===== config.mk =====
export PLATFORM = sky130hd
export DESIGN_NAME = subleq_sequencer
export DESIGN_NICKNAME = d
export VERILOG_FILES = /design/src/rtl/subleq_pkg.sv /design/src/rtl/subleq_sequencer.sv
export SDC_FILE = /design/constraint.sdc
export NUM_CORES = 1
export LEC_CHECK = 0
export BUFFER_PORTS_ARGS = -buffer_cell sky130_fd_sc_hd__buf_2
export CORE_MARGIN = 3
export CORE_UTILIZATION = 31
export CTS_CLUSTER_SIZE = 16
export DETAILED_ROUTE_END_ITERATION = 12
export REMOVE_ABC_BUFFERS = 1
export SETUP_SLACK_MARGIN = 0.02
export SLEW_MARGIN = 30
export SYNTH_ARGS = -nofsm -noshare
export SYNTH_HDL_FRONTEND = slang
export SYNTH_SLANG_ARGS = --single-unit

===== constraint.sdc =====
create_clock -name clk -period 3.5 [get_ports clk]
set_clock_uncertainty 0.15 [all_clocks]
set_input_delay 1.05 -clock clk [delete_from_list [all_inputs] [get_ports clk]]
set_output_delay 1.05 -clock clk [all_outputs]
set_load 0.03 [all_outputs]

===== src/rtl/subleq_pkg.sv =====
// Shared types and default widths for the Subleq sequencer, its datapath
// users and testbenches.
package subleq_pkg;

  localparam int ADDR_W_DEF = 8;
  localparam int DATA_W_DEF = 8;

  typedef enum logic [2:0] {
    IDLE    = 3'd0,
    FETCH_A = 3'd1,
    FETCH_B = 3'd2,
    FETCH_C = 3'd3,
    READ_A  = 3'd4,
    READ_B  = 3'd5,
    WRITE_B = 3'd6,
    HALT    = 3'd7
  } seq_state_t;

  // States that own the memory port and hold mem_req high.
  function automatic logic is_mem_state(input seq_state_t s);
    return (s != IDLE) && (s != HALT);
  endfunction

endpackage


===== src/rtl/subleq_sequencer.sv =====
// Subleq instruction sequencer: fetch a,b,c at pc, compute M[b]-M[a], write it
// back and branch to c when the result is <= 0. One shared req/ack memory port.
module subleq_sequencer
  import subleq_pkg::*;
#(
  parameter int ADDR_W = ADDR_W_DEF,
  parameter int DATA_W = DATA_W_DEF
) (
  input  logic              clk,
  input  logic              rst_n,
  input  logic              run,
  input  logic              step,
  output logic              mem_req,
  output logic              mem_we,
  output logic [ADDR_W-1:0] mem_addr,
  output logic [DATA_W-1:0] mem_wdata,
  input  logic [DATA_W-1:0] mem_rdata,
  input  logic              mem_ack,
  output logic [ADDR_W-1:0] pc,
  output logic              busy,
  output logic              halted,
  output logic              retired,
  output seq_state_t        state_dbg
);

  // Memory handshake: while mem_req is high, mem_addr/mem_we/mem_wdata are
  // held constant; the access completes on the first rising edge with
  // mem_ack=1 (read data captured on that edge). mem_ack with mem_req low is
  // ignored. Every port output decodes from registers only.

  seq_state_t        state_q, state_d;
  logic [ADDR_W-1:0] pc_q;
  logic [ADDR_W-1:0] opa_q, opb_q, opc_q;
  logic [DATA_W-1:0] va_q, vb_q;
  logic              retired_q;

  logic [DATA_W-1:0] res;
  logic              taken;
  logic              halt_hit;

  assign res      = vb_q - va_q;
  assign taken    = (res == '0) || res[DATA_W-1];
  assign halt_hit = taken && (&opc_q);

  always_ff @(posedge clk or negedge rst_n) begin
    if (!rst_n) begin
      state_q <= IDLE;
    end else begin
      state_q <= state_d;
    end
  end

  always_comb begin
    state_d = state_q;
    unique case (state_q)
      IDLE:    if (run || step) state_d = FETCH_A;
      FETCH_A: if (mem_ack) state_d = FETCH_B;
      FETCH_B: if (mem_ack) state_d = FETCH_C;
      FETCH_C: if (mem_ack) state_d = READ_A;
      READ_A:  if (mem_ack) state_d = READ_B;
      READ_B:  if (mem_ack) state_d = WRITE_B;
      WRITE_B: begin
        if (mem_ack) begin
          if (halt_hit)  state_d = HALT;
          else if (run)  state_d = FETCH_A;
          else           state_d = IDLE;
        end
      end
      HALT:    state_d = HALT;
      default: state_d = IDLE;
    endcase
  end

  // Operand, pc and retire registers; updates only on an acked access.
  always_ff @(posedge clk or negedge rst_n) begin
    if (!rst_n) begin
      pc_q      <= '0;
      opa_q     <= '0;
      opb_q     <= '0;
      opc_q     <= '0;
      va_q      <= '0;
      vb_q      <= '0;
      retired_q <= 1'b0;
    end else begin
      retired_q <= 1'b0;
      if (mem_ack) begin
        unique case (state_q)
          FETCH_A: opa_q <= mem_rdata[ADDR_W-1:0];
          FETCH_B: opb_q <= mem_rdata[ADDR_W-1:0];
          FETCH_C: opc_q <= mem_rdata[ADDR_W-1:0];
          READ_A:  va_q  <= mem_rdata;
          READ_B:  vb_q  <= mem_rdata;
          WRITE_B: begin
            if (!halt_hit) begin
              pc_q      <= taken ? opc_q : pc_q + ADDR_W'(3);
              retired_q <= 1'b1;
            end
          end
          default: ;
        endcase
      end
    end
  end

  always_comb begin
    mem_addr = '0;
    unique case (state_q)
      FETCH_A: mem_addr = pc_q;
      FETCH_B: mem_addr = pc_q + ADDR_W'(1);
      FETCH_C: mem_addr = pc_q + ADDR_W'(2);
      READ_A:  mem_addr = opa_q;
      READ_B:  mem_addr = opb_q;
      WRITE_B: mem_addr = opb_q;
      default: mem_addr = '0;
    endcase
  end

  assign mem_req   = is_mem_state(state_q);
  assign mem_we    = (state_q == WRITE_B);
  assign mem_wdata = (state_q == WRITE_B) ? res : '0;
  assign pc        = pc_q;
  assign busy      = is_mem_state(state_q);
  assign halted    = (state_q == HALT);
  assign retired   = retired_q;
  assign state_dbg = state_q;

endmodule

==> impl_metrics.env, run 1 <==
export IMPL_cts_tree="yes"
export IMPL_synth_edf_count=0
export IMPL_routed_wl_um=8659
export IMPL_drv_cap=0
export IMPL_drt_iter0_markers=165
export IMPL_arrival_ns=2.20
export IMPL_yosysTopAreaCell="dfrtp_1"
export IMPL_hold_path_class="reg -> reg"
export IMPL_synth_ff_latch_count=52
export IMPL_layout_drive_gt1_share_pct=31.02
export IMPL_ctsHoldBuffers=0
export IMPL_gp_congestion=0.8257
export IMPL_n_antenna_cell=0
export IMPL_r2r_start="vb_q[3]"
export IMPL_antenna_found_initial=0
export IMPL_grt_pass1_vias=2614
export IMPL_fmax_mhz=293.7
export IMPL_ys_types=64
export IMPL_die_height_um=110.5
export IMPL_fin_crit_ns=3.405
export IMPL_core_area_sq_mm=0.01046
export IMPL_maxSlewViolCount=0
export IMPL_die_x_um=110.5
export IMPL_ant_nets=0
export IMPL_ys_flop_type="dfrtp_1"
export IMPL_drcViolationCount=0
export IMPL_grt_util_all_layers_pct=13.65
export IMPL_wire_per_inst_um=16.06
export IMPL_vias=2841
export IMPL_fin_cells=539
export IMPL_grt_pass1_wl_um=13740
export IMPL_cts_made_buffers=5
export IMPL_worst_slew_pin_slew_ns=0.7407
export IMPL_hold_violations=0
export IMPL_num_rows=37
export IMPL_min_path_cells=1
export IMPL_htree_levels=2
export IMPL_rsz0062_at_grt="yes"
export IMPL_synth_avg_cell_area_sq_um=9.428
export IMPL_fin_crit_sh_pct=97.27
export IMPL_synth_top_area_share_pct=38.45
export IMPL_critical_path_max_fanout=3
export IMPL_drt_pass1_iter_count=4
export IMPL_synth_area_leaders="dfrtp_1 38%, mux2_2 12%, mux2i_1 4.1%"
export IMPL_fin_tns_setup_ns=0
export IMPL_io_buffer_count=44
export IMPL_r2r_slack_ns=0.43
export IMPL_yosysWarnings=0
export IMPL_cp_required_ns=2.30
export IMPL_dieArea_sq_mm=0.01221
export IMPL_pin_count=45
export IMPL_yosysMostFrequentCell="dfrtp_1"
export IMPL_finalSetupViolCount=0
export IMPL_grt_max_degree=26
export IMPL_start_util_pct=32.35
export IMPL_place_inst=529
export IMPL_critical_path_class="reg -> out"
export IMPL_synthArstFlopShare_pct=100.0
export IMPL_ys_top_cells_by_count="52 x dfrtp_1, 37 x mux2_2, 33 x nor2_1"
export IMPL_worstHoldStart="opb_q[2]"
export IMPL_final_util_pct=37.91
export IMPL_syn_inst=359
export IMPL_r2r_end="pc[0]"
export IMPL_seq_area_frac_synth_pct=38.45
export IMPL_clk_latency_ns=0.31
export IMPL_clkSlewWorstSetupHoldPaths_ns=0.10
export IMPL_cts_buffer_depth=2
export IMPL_worst_setup_path_end_kind="output pin"
export IMPL_viasPerCell=5.271
export IMPL_hpwl_um=6583
export IMPL_whs_endpoint="opb_q[2]"
export IMPL_reg2reg_depth=10
export IMPL_worst_setup_path_start_kind="flop"
export IMPL_status="finished, final reports clean"
export IMPL_final_nets=427
export IMPL_max_slew_margin_pct=50.44
export IMPL_area_growth_pct=17.19
export IMPL_cts_root_buf="clkbuf_8"
export IMPL_grt_ovfl_total=0
export IMPL_netlist_area_sq_mm=0.003384
export IMPL_clock_sinks=52
-- stage by stage --
| stage | instance area (sq um) | hold WS, ns | worst slack, ns |
|---|---|---|---|
| floorplan | 3277 | 0.3255 | 0.1109 |
| detailed placement | 3765 | 0.3455 | 0.04808 |
| CTS | 3941 | 0.3701 | 0.004663 |
| finish | 3966 | 0.3641 | 0.09550 |
| global placement | 3765 | 0.3379 | 0.2218 |
| global route | 3966 | 0.3893 | 0.002136 |
-- timing repair --
| action | CTS | global route |
|---|---|---|
| pin swaps | 1 | 3 |
| gates resized for setup | 9 | 8 |
| setup buffers | 1 | 1 |
| endpoints found under the setup margin | 2 | 5 |
| gates cloned | 0 | 0 |
-- flip-flops by register name, indices dropped and copies added (netlist names) --
name	count
state_dbg	3
pc	8
va_q	8
opc_q	8
opa_q	8
retired	1
vb_q	8
opb_q	8
-- layout by cell type, fill, tap and decap left out, drive strengths merged, types with 2 or more instances in the layout --
cell / n
xor2: 6
mux2: 38
o22ai: 2
nand4b: 2
a221oi: 6
a22o: 2
o2111a: 2
mux2i: 14
nand4: 6
buf: 59
and2: 2
a31oi: 4
a22oi: 2
nor2b: 4
a21o: 2
o21ai: 20
ha: 11
nor3: 6
dfrtp: 52
a21boi: 2
nand2b: 5
nor3b: 2
nor2: 33
nand2: 27
or2: 2
xnor2: 2
nand3b: 2
a2111oi: 3
o31ai: 3
a21oi: 21
clkbuf: 6
inv: 20
nand3: 12
-- layout make-up --
cell class	count	area, sq um
Sequential cell	52	1303
Clock buffer	6	82.58
Clock inverter	2	38.79
Multi-Input combinational cell	264	1956
Inverter	20	75.07
Timing Repair Buffer	59	341.6
Tap cell	136	170.2
Fill cell	1083	6496
-- how the worst max path moves through the flow --
stage | start | cells after the start | endpoint
final | va_q[0] | 7 | mem_wdata[6]
after global routing | va_q[4] | 8 | mem_wdata[7]
after CTS | va_q[0] | 7 | mem_wdata[6]
after detailed placement | va_q[0] | 7 | mem_wdata[6]
after global placement | va_q[0] | 7 | mem_wdata[6]
after floorplan | state_dbg[0] | 3 | busy
-- layer usage --
layer | GRT usage [%] | wire length [um]
met3 | 2.685 | 438
met2 | 22.53 | 4181
met5 | 0 | 0
met1 | 18.71 | 3961
met4 | 2.627 | 78
-- cell families after synthesis --
| kind of cell | Yosys count | share of synthesized area [%] |
|---|---|---|
| simple gates | 109 | 15.97 |
| compound gates | 83 | 16.56 |
| mux | 52 | 16.89 |
| flops | 52 | 38.45 |
| buf+inv | 43 | 5.397 |
| fa+ha+maj | 12 | 4.658 |
| xor+xnor | 8 | 2.070 |
-- critical path, cell delays in order, from the launching register on --
cell	delay (ns)
dfrtp_1	0.40
ha_1	0.23
fa_2	0.36
nand2b_4	0.17
a2111oi_4	0.36
a211oi_2	0.10
nor2_1	0.11
buf_4	0.18
Power of run 1 is not shown: default switching activity piles up to over one toggle a cycle in this logic, so the estimate is an artifact.
==> run 2, diff against run 1 <==
--- a/config.mk
+++ b/config.mk
@@ -5,11 +5,11 @@
 export SDC_FILE = /design/constraint.sdc
 export NUM_CORES = 1
 export LEC_CHECK = 0
-export BUFFER_PORTS_ARGS = -buffer_cell sky130_fd_sc_hd__buf_2
 export CORE_MARGIN = 3
 export CORE_UTILIZATION = 31
 export CTS_CLUSTER_SIZE = 16
 export DETAILED_ROUTE_END_ITERATION = 12
+export DONT_BUFFER_PORTS = 1
 export REMOVE_ABC_BUFFERS = 1
 export SETUP_SLACK_MARGIN = 0.02
 export SLEW_MARGIN = 30
==> impl_metrics.env, run 2 (synthesized netlist as in run 1, its figures left out) <==
export IMPL_start_util_pct=32.35
export IMPL_fin_crit_sh_pct=98.20
export IMPL_area_growth_pct=16.78
export IMPL_maxSlewViolCount=0
export IMPL_dieArea_sq_mm=0.01221
export IMPL_dp_slack_ns=0.1243
export IMPL_clock_sinks=52
export IMPL_hold_path_class="in -> async"
export IMPL_status="finished, final reports clean"
export IMPL_wire_per_inst_um=16.80
export IMPL_cts_buffer_depth=2
export IMPL_antenna_found_initial=0
export IMPL_vias=2786
export IMPL_htree_levels=2
export IMPL_layout_drive_gt1_share_pct=28.98
export IMPL_ant_nets=0
export IMPL_critical_path_max_fanout=3
export IMPL_fmax_mhz=290.9
export IMPL_nFillCells=1060
export IMPL_cts_tree="yes"
export IMPL_die_x_um=110.5
export IMPL_hold_violations=0
export IMPL_worst_setup_path_start_kind="flop"
export IMPL_drv_cap=0
export IMPL_cp_required_ns=2.30
export IMPL_cts_root_buf="clkbuf_8"
export IMPL_fin_crit_ns=3.437
export IMPL_final_common_cell="dfrtp_1"
export IMPL_arrival_ns=2.24
export IMPL_n_antenna_cell=0
export IMPL_io_buffer_count=0
export IMPL_postLayoutCellArea_sq_mm=0.003953
export IMPL_drt_pass1_iter_count=4
export IMPL_die_height_um=110.5
export IMPL_grt_util_all_layers_pct=13.93
export IMPL_worst_setup_path_end_kind="output pin"
export IMPL_final_nets=407
export IMPL_finalSetupViolCount=0
export IMPL_hpwl_um=6382
export IMPL_worst_slew_pin_slew_ns=0.7260
export IMPL_rsz0062_at_grt="yes"
export IMPL_grt_ovfl_total=0
export IMPL_clk_latency_ns=0.31
export IMPL_grt_pass1_vias=2668
export IMPL_grt_pass1_wl_um=14030
export IMPL_hold_slack_ns=0.2663
export IMPL_grt_max_degree=53
export IMPL_timing_final_ws_setup_ns=0.06283
export IMPL_routed_wl_um=8719
export IMPL_placed_area_sq_mm=0.003710
export IMPL_core_area_sq_mm=0.01046
export IMPL_num_rows=37
export IMPL_gp_congestion=0.8060
export IMPL_critical_path_class="reg -> out"
export IMPL_drt_iter0_markers=188
export IMPL_max_slew_margin_pct=51.42
export IMPL_cts_made_buffers=5
export IMPL_clkSlewWorstSetupHoldPaths_ns=0.10
export IMPL_drcViolationCount=0
export IMPL_final_cell_mix="48 x dfrtp_1, 39 x buf_4, 37 x mux2_2"
export IMPL_viasPerCell=5.368
export IMPL_pin_count=45
==> run 2: changes by cell type in the layout (fill, tap and decap cells not counted), moves of 2 or more <==
cell,delta
dfrtp_1,-3
ha_1,-3
ha_4,+2
dfrtp_2,+3
buf_2,-42
buf_4,+23
==> run 2: final timing paths <==
check / slack, ns / endpoint / cells past startpoint / from
max: 0.06 / mem_wdata[6] / 7 / va_q[0]
min: 0.27 / state_dbg[0] / 0 / rst_n
max reg2reg: 0.44 / pc[0] / 10 / va_q[0]
min reg2reg: 0.37 / opa_q[1] / 1 / opa_q[1]
max in group asynchronous: 2.81 / pc[2] / 0 / rst_n
min in group clk: 0.37 / opa_q[1] / 1 / opa_q[1]
==> run 2: cell type report <==
cell class	instances	area (sq um)	share of cell area, %
Sequential cell	52	1306	33.05
Multi-Input combinational cell	264	1993	50.43
Clock inverter	3	46.29	1.171
Inverter	20	75.07	1.899
Tap cell	136	170.2	4.305
Clock buffer	5	68.82	1.741
Timing Repair Buffer	39	292.8	7.407
==> run 2: per-stage QoR <==
| step | instances | TNS [ns] | util [%] |
|---|---|---|---|
| finish | 519 | 0 | 37.78 |
| global route | 519 | -0.02361 | 37.78 |
| CTS | 515 | 0 | 36.96 |
| detailed placement | 507 | 0 | 35.46 |
| global placement | 507 | 0 | 35.46 |
| floorplan | 336 | 0 | - |
==> run 2: repair_timing <==
item                                    4_1_cts  5_1_grt
cloned                                        0        0
endpoints found under the setup margin        2        6
buffers inserted                              0        4
hold buffers                                  0        0
pin swaps                                     0        5
resized for setup                             8       14
==> run 2: layer usage <==
layer,share of wire [%],vias up,GRT usage (%)
met1,42,1352,18.41
li1,-,1345,-
met3,7.1,12,3.945
met4,1.6,0,4.187
met5,0,-,0
met2,49,77,22.17
==> run 2: worst max-delay path: stages, from the launching register on <==
cell and delay [ns]:
dfrtp_1 0.42, ha_4 0.18, fa_2 0.37, nand2b_4 0.17, a2111oi_4 0.40, a211oi_2 0.08
nor2_1 0.12, buf_4 0.18
Power of run 2 is left out for the same reason.
